[src/rtl/argmax_stream_scheduler_pkg.sv]
// Shared definitions for the serial argmax decision stage.
// - SoftmaxInBitWidth : width of each signed class sum from the output-neuron accumulator
// - NumClasses        : class sums per frame (one per beat)
// - argmax_state_e    : scheduler FSM encoding (IDLE=0, ACCUM=1, DONE=2)
package argmax_stream_scheduler_pkg;

  localparam int unsigned SoftmaxInBitWidth = 16;
  localparam int unsigned NumClasses        = 10;

  typedef enum logic [1:0] {
    StIdle  = 2'd0,
    StAccum = 2'd1,
    StDone  = 2'd2
  } argmax_state_e;

endpackage

[src/rtl/argmax_mag_cmp.sv]
// Magnitude of an incoming signed class sum and strict-greater compare against the running best.
// Ports:
// - sum_data : signed two's-complement class sum
// - best_mag : current best unsigned magnitude
// - mag      : unsigned magnitude of sum_data (most-negative maps to 2**(W-1), no saturation)
// - update   : mag > best_mag (strict, so ties keep the earlier class)
module argmax_mag_cmp #(
  parameter int unsigned W = 16
) (
  input  logic [W-1:0] sum_data,
  input  logic [W-1:0] best_mag,
  output logic [W-1:0] mag,
  output logic         update
);

  always_comb begin
    // Modulo-2**W negate: 100..0 stays 100..0, which reads as 2**(W-1) unsigned.
    mag    = sum_data[W-1] ? ('0 - sum_data) : sum_data;
    update = (mag > best_mag);
  end

endmodule

[src/rtl/argmax_stream_scheduler.sv]
// Serial argmax over NUM_CLASSES signed class sums arriving one per beat on a valid/ready stream.
// One shared magnitude comparator keeps a running |sum| maximum; the winning class index, its
// magnitude and a framing-error flag are presented on a valid/ready result port.
// Ports:
// - clk, rst           : clock, asynchronous active-high reset
// - flush              : synchronous abort of the partial frame and any pending result
// - sum_valid/ready    : input beat handshake; sum_data is class beat_cnt, sum_last ends a frame
// - result_valid/ready : result handshake; result_class/mag/err held stable while valid
// - frames_done        : count of results handed off, wraps
module argmax_stream_scheduler
  import argmax_stream_scheduler_pkg::*;
#(
  parameter int unsigned W           = SoftmaxInBitWidth,
  parameter int unsigned NUM_CLASSES = NumClasses,
  parameter int unsigned IDX_W       = 4,
  parameter int unsigned CNT_W       = 16
) (
  input  logic             clk,
  input  logic             rst,
  input  logic             flush,
  input  logic             sum_valid,
  output logic             sum_ready,
  input  logic [W-1:0]     sum_data,
  input  logic             sum_last,
  output logic             result_valid,
  input  logic             result_ready,
  output logic [IDX_W-1:0] result_class,
  output logic [W-1:0]     result_mag,
  output logic             result_err,
  output logic [CNT_W-1:0] frames_done
);

  localparam logic [IDX_W-1:0] LastIdx = IDX_W'(NUM_CLASSES - 1);

  argmax_state_e    state_q;
  logic [IDX_W-1:0] beat_cnt_q;
  logic [W-1:0]     best_mag_q;
  logic [IDX_W-1:0] best_idx_q;
  logic             result_valid_q;
  logic [IDX_W-1:0] result_class_q;
  logic [W-1:0]     result_mag_q;
  logic             result_err_q;
  logic [CNT_W-1:0] frames_done_q;

  logic [W-1:0]     cur_mag;
  logic             cur_update;
  logic             is_final;
  logic             frame_end;
  logic             take_cur;
  logic [W-1:0]     win_mag;
  logic [IDX_W-1:0] win_idx;

  argmax_mag_cmp #(
    .W (W)
  ) u_mag_cmp (
    .sum_data (sum_data),
    .best_mag (best_mag_q),
    .mag      (cur_mag),
    .update   (cur_update)
  );

  always_comb begin
    is_final  = (beat_cnt_q == LastIdx);
    frame_end = sum_last | is_final;
    // The first beat of a frame always seeds the best registers.
    take_cur  = (state_q == StIdle) | cur_update;
    win_mag   = take_cur ? cur_mag : best_mag_q;
    win_idx   = take_cur ? ((state_q == StIdle) ? '0 : beat_cnt_q) : best_idx_q;
  end

  // Gated by rst so the producer never sees ready while the block is held in reset.
  assign sum_ready = ~rst & (state_q != StDone);

  always_ff @(posedge clk or posedge rst) begin
    if (rst) begin
      state_q        <= StIdle;
      beat_cnt_q     <= '0;
      best_mag_q     <= '0;
      best_idx_q     <= '0;
      result_valid_q <= 1'b0;
      result_class_q <= '0;
      result_mag_q   <= '0;
      result_err_q   <= 1'b0;
      frames_done_q  <= '0;
    end else if (flush) begin
      state_q        <= StIdle;
      beat_cnt_q     <= '0;
      result_valid_q <= 1'b0;
    end else begin
      unique case (state_q)
        StIdle, StAccum: begin
          if (sum_valid) begin
            best_mag_q <= win_mag;
            best_idx_q <= win_idx;
            if (frame_end) begin
              state_q        <= StDone;
              beat_cnt_q     <= '0;
              result_valid_q <= 1'b1;
              result_class_q <= win_idx;
              result_mag_q   <= win_mag;
              // Error when exactly one of "final beat" and "sum_last" holds.
              result_err_q   <= is_final ^ sum_last;
            end else begin
              state_q    <= StAccum;
              beat_cnt_q <= beat_cnt_q + IDX_W'(1);
            end
          end
        end
        StDone: begin
          if (result_ready) begin
            state_q        <= StIdle;
            result_valid_q <= 1'b0;
            frames_done_q  <= frames_done_q + CNT_W'(1);
          end
        end
        default: state_q <= StIdle;
      endcase
    end
  end

  assign result_valid = result_valid_q;
  assign result_class = result_class_q;
  assign result_mag   = result_mag_q;
  assign result_err   = result_err_q;
  assign frames_done  = frames_done_q;

endmodule

[config.mk]
export PLATFORM = sky130hd
export DESIGN_NAME = argmax_stream_scheduler
export DESIGN_NICKNAME = d
export VERILOG_FILES = /design/src/rtl/argmax_stream_scheduler_pkg.sv /design/src/rtl/argmax_mag_cmp.sv /design/src/rtl/argmax_stream_scheduler.sv
export SDC_FILE = /design/constraint.sdc
export NUM_CORES = 1
export LEC_CHECK = 0
export BUFFER_PORTS_ARGS = -buffer_cell sky130_fd_sc_hd__buf_2
export CAP_MARGIN = 20
export CORE_MARGIN = 5
export CORE_UTILIZATION = 50
export DETAILED_ROUTE_END_ITERATION = 16
export PLACE_DENSITY = 0.75
export SLEW_MARGIN = 40
export SYNTH_ARGS = -nofsm -noshare
export SYNTH_HDL_FRONTEND = slang
export SYNTH_HIERARCHICAL = 1
export SYNTH_SLANG_ARGS = --single-unit
export TNS_END_PERCENT = 5
[constraint.sdc]
create_clock -name clk -period 2.7 [get_ports clk]
set_input_delay 0.405 -clock clk [delete_from_list [all_inputs] [get_ports clk]]
set_output_delay 0.405 -clock clk [all_outputs]
set_load 0.05 [all_outputs]
==> results.txt <==
During I/O placement, the number of pins put on the boundary was 61. The floorplan die area is roughly 0.0090 mm². The area of the core region is 0.007137 mm².

The worst clock skew came out at 0.01305 ns. The initial antenna violation count was 0. The number of diodes added for antenna fixing came out at 0. The flow ran to the end, but the final reports show violations. The number of global-route vias before repair came out at approximately 2900.

In the synthesized netlist the dominant register cell turns out to be dfrtp_1. The min-delay analysis places its worst path in the category input port to async pin. The setup TNS after final layout came out at -33.56 ns. Dividing the synthesized area by the synthesized cell count gives ~10 µm². The number of detailed-route iterations in the first pass came out at 4. Clock tree synthesis selected as its root buffer the cell clkbuf_8.

The count of placed standard cells in the final layout, fillers left out is between 500 and 600. The overall track demand over capacity in global routing is 18.73%. Derived from the worst setup path, the maximum achievable clock frequency is 274.8 MHz. From bottom edge to top edge, the die measures around 95 µm.

For this run, asynchronously set or reset flops after synthesis account for 100.0%. After synthesis, the most frequently instantiated cells are 64 x dfrtp_1, 41 x nand2_1, 25 x xnor2_1. The iteration-0 DRC count of the detailed router is around 150.

The detail route stage leaves a number of antenna-violating nets equal to 0. The leakage power summed over all cells came out at 2.349 nW. The per-cell via count in the routed design came out at 5.196.

The final count of negative-setup-slack endpoints is 40. The category of the worst setup path launch point is an input port. Entering global routing, the biggest net connects 65 pins. The via count came out at 2868. The cell count after placement came out at 530. The clock tree from TritonCTS is yes. The portion of the post-synthesis area used by sequential elements is 44.29%. The number of violations of the max-capacitance limit came out at 0. The cell area after synthesis came out at 0.003616 mm². Routability-driven placement finished with a final weighted congestion of 0.8054. The final reports fail on negative setup slack. Counting flops and latches in the post-synthesis netlist gives 64. The post-route cell area came out at 0.004618 mm². The fraction of the cycle the final worst path needs came out at 134.8%. Once placement finished, the instance area stood at around 0.0043 mm². The insertion delay to the later sink of the worst-skew pair is around 0.34 ns. The required time at the worst-slack endpoint is 2.92 ns. The initialized floorplan defines 31 standard-cell rows. The horizontal die dimension came out at 95.04 µm.

The most frequently used cell type in the post-synthesis netlist is dfrtp_1. The total wire length after detailed routing is 7871 µm. The count of flip-flops with a built-in enable after synthesis came out at 0. The maximum fanout count along the critical path is 10. After detailed routing, the number of remaining DRC violations is 0. The number of nets at the end of the flow came out at 491. The data arrival time at the worst-slack endpoint came out at 3.86 ns. The clock-pin slew on the worst setup and hold paths is 0.08 ns. The relative max-transition margin came out at between 60% and 70%.

The overflow left after global routing came out at 0. The cell count after synthesis came out at 346. The total count of hold-check failures in the final report came out at 0. The CTS H-tree depth is 3.

The post-synthesis cell type with the largest combined area is dfrtp_1. At the pin with the least slew margin, the transition time is roughly 0.59 ns. The wire length of the first global-routing pass is 13280 µm.

The total CTS buffers came out at 9. The wire-length estimate of the detail-placed layout is approximately 5500 µm. The Yosys step of the flow raised 6 warnings. The synthesized netlist contains 49 unique library cells. From synthesis to final layout, the design area changed by 27.72%. Of the post-synthesis cell area, the dominant cell type holds 44.29%. Setup repair after global routing could not meet its margin everywhere. The effective utilization at floorplan came out at 50.67%. The proportion of layout cells with a drive suffix above 1 is about 34%.

The number of buffer cells added on primary ports came out at 60. The shortest period the worst path allows is 3.639 ns. The detail-routed net length per standard cell is 14.26 µm. The number of clock sinks is 64.

The category of the most critical setup path is input port to flop. The total power density per cell area is 721.4 mW/mm². The number of buffers between clock root and the deepest sink is 2.

The final number of max-transition violations is 0. The maximum VDD drop came out at 0.0003139 V. Setup slack on the critical path of the routed design comes to -0.9388 ns. The overall power of the completed layout is approximately 3.3 mW.

The total nets after synthesis is 389. The worst setup path is captured at a flop. Ranked by total cell area, the synthesized netlist is headed by dfrtp_1 44%, ha_1 7.3%, xnor2_1 6.1%.
## placed cells by master (no fill, tap or decap), types with 9 or more instances in the layout
master | synthesis | final
clkbuf_8 | 0 | 9
buf_4 | 1 | 38
xnor2_1 | 25 | 25
inv_1 | 21 | 20
dfrtp_1 | 64 | 64
ha_1 | 21 | 21
o21ai_1 | 10 | 15
nand2_1 | 41 | 41
nor2_1 | 12 | 12
mux2_2 | 16 | 16
nand3_1 | 12 | 11
a21oi_1 | 10 | 10
buf_2 | 5 | 59
mux2i_1 | 21 | 21
## layer usage
metal / track usage [%] / part of all wire [%] / wire length, µm
met1: 24.58 / 46 / 3618
met2: 30.89 / 49 / 3882
met3: 3.946 / 3.4 / 267
met4: 6.370 / 1.3 / 103
met5: 0 / 0 / 0
## kinds of logic (layout without fill, tap and decap cells)
kind of cell             Yosys count  count (layout)  share of synthesized area, %
AND/OR/NAND/NOR                  108             108                         16.75
adder cells (fa/ha/maj)           21              21                         7.266
buffers and inverters             34             141                         4.671
flip-flops                        64              64                         44.29
XOR/XNOR                          28              28                         6.782
AO/OA/AOI/OAI                     54              54                         9.447
multiplexers                      37              37                         10.80
## state kept, by name, summed over array words and instances, names as in the netlist
register and flops:
best_mag_q 16, state_q 2, best_idx_q 4, result_valid 1, frames_done 16, result_err 1
result_mag 16, result_class 4, beat_cnt_q 4
## worst paths after layout
| kind | slack, ns | cells past startpoint | startpoint | endpoint |
|---|---|---|---|---|
| hold reg to reg | 0.48 | 2 | result_mag[11] | result_mag[11] |
| setup reg to reg | 0.14 | 12 | best_mag_q[7] | best_mag_q[3] |
| max in group asynchronous | 2.07 | 3 | rst | best_mag_q[2] |
| min in group clk | 0.32 | 2 | result_ready | result_valid |
| setup / recovery | -0.94 | 15 | sum_data[9] | best_mag_q[3] |
| hold / removal | 0.18 | 3 | rst | result_valid |
## worst max-delay path: stages
cell      delay (ns)
buf_2           0.11
or4_4           0.51
or3_4           0.38
o41ai_4         0.31
xnor2_1         0.13
ha_1            0.32
nand4_1         0.17
nor4_2          0.32
a21boi_2        0.23
o31a_1          0.19
nand2b_4        0.15
nand3_4         0.07
buf_4           0.15
buf_12          0.14
mux2_2          0.27
## metrics by stage
stage          utilization (%)  hold WS [ns]  worst slack, ns
2_1_floorplan                -        0.4654           -1.098
4_1_cts                  64.39        0.3166          -0.8504
5_1_grt                  64.71        0.2534           -1.108
6_report                 64.71        0.1795          -0.9388
3_3_place_gp             59.59        0.4563           -1.163
3_5_place_dp             59.59        0.4648           -1.328
## area by class of cell
type / count / area, µm²
Fill cell: 591 / 2519
Multi-Input combinational cell: 248 / 1887
Sequential cell: 64 / 1602
Timing Repair Buffer: 104 / 684.4
Clock buffer: 9 / 123.9
Tap cell: 99 / 123.9
Clock inverter: 7 / 118.9
Inverter: 21 / 78.83
## power by group
| part | switching, mW | leakage (nW) | internal (mW) |
|---|---|---|---|
| Combinational | 0.680 | 1.40 | 0.427 |
| Clock | 0.392 | 0.116 | 0.615 |
| Sequential | 0.114 | 0.832 | 1.10 |
## what timing repair did
item	4_1_cts	5_1_grt
endpoints found under the setup margin	40	40
buffers inserted	4	1
pin swaps	6	0
cloned	1	0
resized for setup	14	2
hold buffers	0	0
Power figures use the tool's default switching activity.
